## src/rtl/binary_to_excess_3.sv

```systemverilog
// binary_to_excess_3
//
// Registered 4-bit binary to excess-3 converter. An accepted code `a` is presented
// as `y = a + 3` one clock later, together with a one-cycle `out_valid` strobe.
// All outputs come straight from flops.
//
// Configuration macro: BIN2XS3_RANGE_CHECK_EN
//   defined   - `bcd_err` is a registered (a > 9) flag for the accepted code
//   undefined - `bcd_err` is tied to 0 and no logic is built for it
//
// Ports:
//   clk        in   1  rising-edge clock
//   rst        in   1  synchronous active-high reset, wins over in_valid
//   in_valid   in   1  qualifies `a` this cycle
//   a          in   4  binary input code, 0..15
//   y          out  5  excess-3 result a+3 (0 after reset, 3..18 once loaded)
//   out_valid  out  1  high for the cycle after each accepted input
//   bcd_err    out  1  accepted code was not a BCD digit (see macro above)

`timescale 1ns / 1ps

module binary_to_excess_3 (
    input  logic       clk,
    input  logic       rst,
    input  logic       in_valid,
    input  logic [3:0] a,
    output logic [4:0] y,
    output logic       out_valid,
    output logic       bcd_err
);

    logic [4:0] y_d;
    logic [4:0] y_q;
    logic       out_valid_q;

    // Zero-extend before adding so codes 10..15 map to 13..18 without wrap.
    always_comb begin
        y_d = {1'b0, a} + 5'd3;
    end

    // y holds its last value when idle; y = 0 marks "never loaded".
    always_ff @(posedge clk) begin
        if (rst) begin
            y_q         <= 5'd0;
            out_valid_q <= 1'b0;
        end else begin
            out_valid_q <= in_valid;
            if (in_valid) begin
                y_q <= y_d;
            end
        end
    end

    assign y         = y_q;
    assign out_valid = out_valid_q;

`ifdef BIN2XS3_RANGE_CHECK_EN
    logic bcd_err_d;
    logic bcd_err_q;

    always_comb begin
        bcd_err_d = (a > 4'd9);
    end

    always_ff @(posedge clk) begin
        if (rst) begin
            bcd_err_q <= 1'b0;
        end else if (in_valid) begin
            bcd_err_q <= bcd_err_d;
        end
    end

    assign bcd_err = bcd_err_q;
`else
    assign bcd_err = 1'b0;
`endif

endmodule

```

## config.mk

```make
export PLATFORM = sky130hd
export DESIGN_NAME = binary_to_excess_3
export DESIGN_NICKNAME = d
export VERILOG_FILES = /design/src/rtl/binary_to_excess_3.sv
export SDC_FILE = /design/constraint.sdc
export NUM_CORES = 1
export LEC_CHECK = 0
export ABC_AREA = 1
export CAP_MARGIN = 20
export CORE_AREA = 2 2 39 41
export CTS_BUF_LIST = sky130_fd_sc_hd__clkbuf_8
export DETAILED_ROUTE_END_ITERATION = 16
export DIE_AREA = 0 0 41 43
export DONT_BUFFER_PORTS = 1
export GPL_ROUTABILITY_DRIVEN = 0
export PLACE_DENSITY = 0.35
export SYNTH_ARGS = -nofsm -noshare
export SYNTH_HDL_FRONTEND = slang
export SYNTH_SLANG_ARGS = --single-unit
```

## constraint.sdc

```tcl
create_clock -name clk -period 0.8 [get_ports clk]
set_input_delay 0.16 -clock clk [delete_from_list [all_inputs] [get_ports clk]]
set_output_delay 0.16 -clock clk [all_outputs]
set_load 0.02 [all_outputs]
```

# == After elaboration in Yosys (flattened, before gate mapping) ==
# Cells that the tools add are included.
# word_totals
ff_bits,6
in_bits,7
output_inout_bits,7
elab_cells,3
# op_classes
addsub,1
# op_table
cell,count
$add 4x2->5 const B,1

# == Logic depth before layout (Yosys ltp) ==
# depth
word_depth,1
ltp_mapped,6
depth_no_buf,6

# == Worst setup path after synthesis ==
# No wires, ideal clock.
# synth_path
kind,input-to-reg
start,input port a[0]
end,"register y_q[2], in the netlist y[2]"
setup_ns,0.113
arrival_ns,0.638
t_required_ns,0.687
slack_ns,0.049
path_stages,5
n_path_buf,0
cell_sequence,inv_2 ha_1 xnor2_1 o21ai_1 inv_1
# synth_via
elab_chain_cells,1
# synth_rtl
element,line,text
from (decl),26,"input logic [3:0] a,"
$add 4x2->5,38,"y_d = {1'b0, a} + 5'd3;"
to (signal assigned),49,y_q <= y_d;
to (decl),33,logic [4:0] y_q;
# No other way between the ends.
# A chain may end at the register's enable or synchronous reset.

# == Final worst setup path ==
# layout_path
start,"register y_q[2], in the netlist y[2]"
end,output port y[2]
# layout_rtl
element,line,text
to (decl),27,"output logic [4:0] y,"
# No word-level cell between the ends.

==> results <==
==> power by group through the flow <==
stage / combinational (mW) / sequential, mW / clock, mW
after detailed placement: 0.120 / 0.343 / 0
after global routing: 0.160 / 0.347 / 0.503
after floorplan: 0.0651 / 0.363 / 0
after CTS: 0.140 / 0.345 / 0.468
final: 0.146 / 0.344 / 0.459
after global placement: 0.119 / 0.342 / 0
==> what timing repair did <==
action | in CTS | in global routing
endpoints found under the hold margin | 1 | 0
setup buffers | 1 | 1
hold buffers | 1 | 0
gates cloned | 0 | 0
gates resized for setup | 10 | 1
endpoints found under the setup margin | 6 | 6
==> cell usage in the layout, fill, tap and decap left out, types with 2 or more instances in the layout <==
cell	n
dfxtp_2	6
o21ai_1	4
a21oi_1	4
buf_6	4
inv_2	3
inv_1	3
nor2_1	3
clkbuf_8	3
buf_4	2
==> how the worst min path moves through the flow <==
stage	from	endpoint	slack, ps	depth (start not counted)
3_5_place_dp	rst	out_valid$_SDFF_PP0_	230	1
4_1_cts	in_valid	y[0]$_SDFFE_PP0P_	20	1
3_3_place_gp	rst	out_valid$_SDFF_PP0_	230	1
6_report	in_valid	y[1]$_SDFFE_PP0P_	20	1
5_1_grt	in_valid	y[4]$_SDFFE_PP0P_	20	1
2_1_floorplan	rst	out_valid$_SDFF_PP0_	230	1
==> cells by family after synthesis <==
logic type	share of synthesized area, %
AOI/OAI and AO/OA	16.4
buffers and inverters	13.7
adders and majority gates	4.57
DFF	43.8
xor gates and xnor gates	3.20
and+or+nand+nor	16.9
other	1.37
==> area by class of cell <==
cell class / instances / area (sq um)
well taps: 16 / 20.0
inverters: 6 / 22.5
fillers: 160 / 961
flip-flops and latches: 6 / 128
repair buffers: 8 / 90.1
multi-input cells: 21 / 121
clock buffers: 3 / 41.3
==> layer usage <==
metal | vias to the layer above | track usage, % | routed length [um] | part of all wire (%)
met4 | 0 | 8.00 | 11 | 1.8
met1 | 109 | 9.09 | 262 | 42
met3 | 2 | 6.28 | 62 | 10
met5 | - | 0 | 0 | 0
met2 | 9 | 12.2 | 287 | 46
li1 | 126 | - | - | -
==> sequential cells by signal, indices dropped and copies added (netlist names) <==
signal	flops
out_valid	1
y	5
==> impl_results.md <==
- Least setup slack across all paths after layout: -27.1 ps
- Register area share after synthesis: 43.8%
- Maximum level of the CTS H-tree: 1
- Mean post-synth cell area: 7.83 sq um
- Number of non-filler instances in the completed layout: 60
- Core Util, Final: 30.6%
- Critical path launch point type: register
- Number of max-slew violations in the final report: 0
- Starting utilization of the core area: 19.8%
- Area share of the largest cell type after synthesis: 43.8%
- Period utilization: 103%
- Y dimension of the die: 43 um
- Count leader, synth: dfxtp_1
- Worst reg-to-reg setup slack: 20 ps
- Worst setup slack after placement: 12.6 ps
- Count of maximum capacitance violations: 0
- Largest net degree at the start of global routing: 11
- Total power: 950 uW
- Average routed wire per standard cell: just over 10 um
- Netlist area before placement: 274 sq um
- Relative area change from synthesis to final layout: 54.3%
- Failing checks: negative setup slack
- Largest voltage drop on the vdd net: about 0.89 mV
- Crit path time final: 827 ps
- Area of all placed cells without fillers: 423 sq um
- Worst-path fanout max: 2
- Crit. path cell count: 1
- Worst Path Buf+Inv: 1
- Count of cell types in the netlist: 16
- I/O pin count: 14
- Fraction of layout cells with a size suffix above 1: approximately half
- Status: complete, but fails checks
- Clock Path Buffers: 2
- Core region area: 1380 sq um
- Dpl cells: 54
- Vias: 246
- Largest clock skew in the final design: 0 ps
- Number of clock buffers inserted by TritonCTS: 3
- Clock Sink Count: 6
- Upper clock frequency limit: 1210 MHz
- HPWL after detailed placement: 438 um
- Post-synth ARST share: 0%
- Wire length reported by the detailed router: 623 um
- Aggregate global-route resource usage: slightly above 9%
- Source of the critical timing path: y[2]$_SDFFE_PP0P_
- Total Die Area: 1760 sq um
- First-pass GRT wire length: 966 um
- TritonRoute pass-1 iters: 3
- Critical-path top delay cell: dfxtp_2
- Leakage: 0.197 nW
- Drt initial violations: 5
- Number of remaining DRC errors: 0
- Die boundary width: just over 40 um
- # port buffers: 0
- Worst Hold Margin: 19.0 ps
- Areal power density over the cells: 2250 nW/um^2
- Worst r2r dst: y[2]$_SDFFE_PP0P_
- Post-Route Setup TNS: -98.5 ps
- Leftover overflow at the end of global routing: 0
- Type of element capturing the critical path: output port
- Post-synthesis cell type with the largest combined area: dfxtp_1
- Synth Net Count: 43
- Vias in the first global route: 236
- Category of the critical setup timing path: register to output port
- Final setup violating endpoints: 5
- Cell family with most CP delay: flip-flops
- Critical path destination: y[2]
- Most common flop cell mapped by yosys: dfxtp_1
- Number of flip-flops and latches in the synthesized netlist: 6
- Launch point of the worst reg-to-reg path: y[2]$_SDFFE_PP0P_
- TritonCTS clock tree: done
- Clk pwr share: slightly below 50%
- Post-detailed-route via-to-cell ratio: a little over 4
- Layout Nets: 54
- Cell chosen for the clock root: clkbuf_8
- Max incr delay on CP: 340 ps
- Clk pin slew, worst setup/hold paths: 40 ps
- Arrival time reported for the critical path endpoint: about 670 ps
- Count of flip-flops with a built-in enable after synthesis: 0
- Count of cells along the worst register-to-register path: 5
- RSZ-0062 raised after global routing: true
- Share of power burned in registers: 36.2%
- Number of antenna cells inserted: 0
- Post-place instance area: around 330 sq um
- Int Power: 731 uW
- Critical path, cell by cell: buf_12
- Count of final hold-check violations: 0
- Detail Route Antenna Nets: 0
- Data required, critical path: between 600 and 700 ps
- Top cells by instance count after synthesis: dfxtp_1 (6), a21oi_1 (4), o21ai_1 (4)
- Ranking of synthesized cells by area: dfxtp_1 (44%), a21oi_1 (7.3%), o21ai_1 (7.3%), buf_4 (5.5%), ha_1 (4.6%)
- Num rows: 14
- P_sw: 219 uW
- Proportion of power drawn by combinational gates: 15.4%
- Tightest Hold Check Type: primary input to register
- Source-to-sink clock delay at the later pin of the worst-skew pair: 220 ps
- Switching power as a share of total power: 23.1%
- Initial antenna violation count: 0
- Warnings from Yosys: 0
- Post-Synthesis Cells: 35
(Power assumes the default switching activity.)
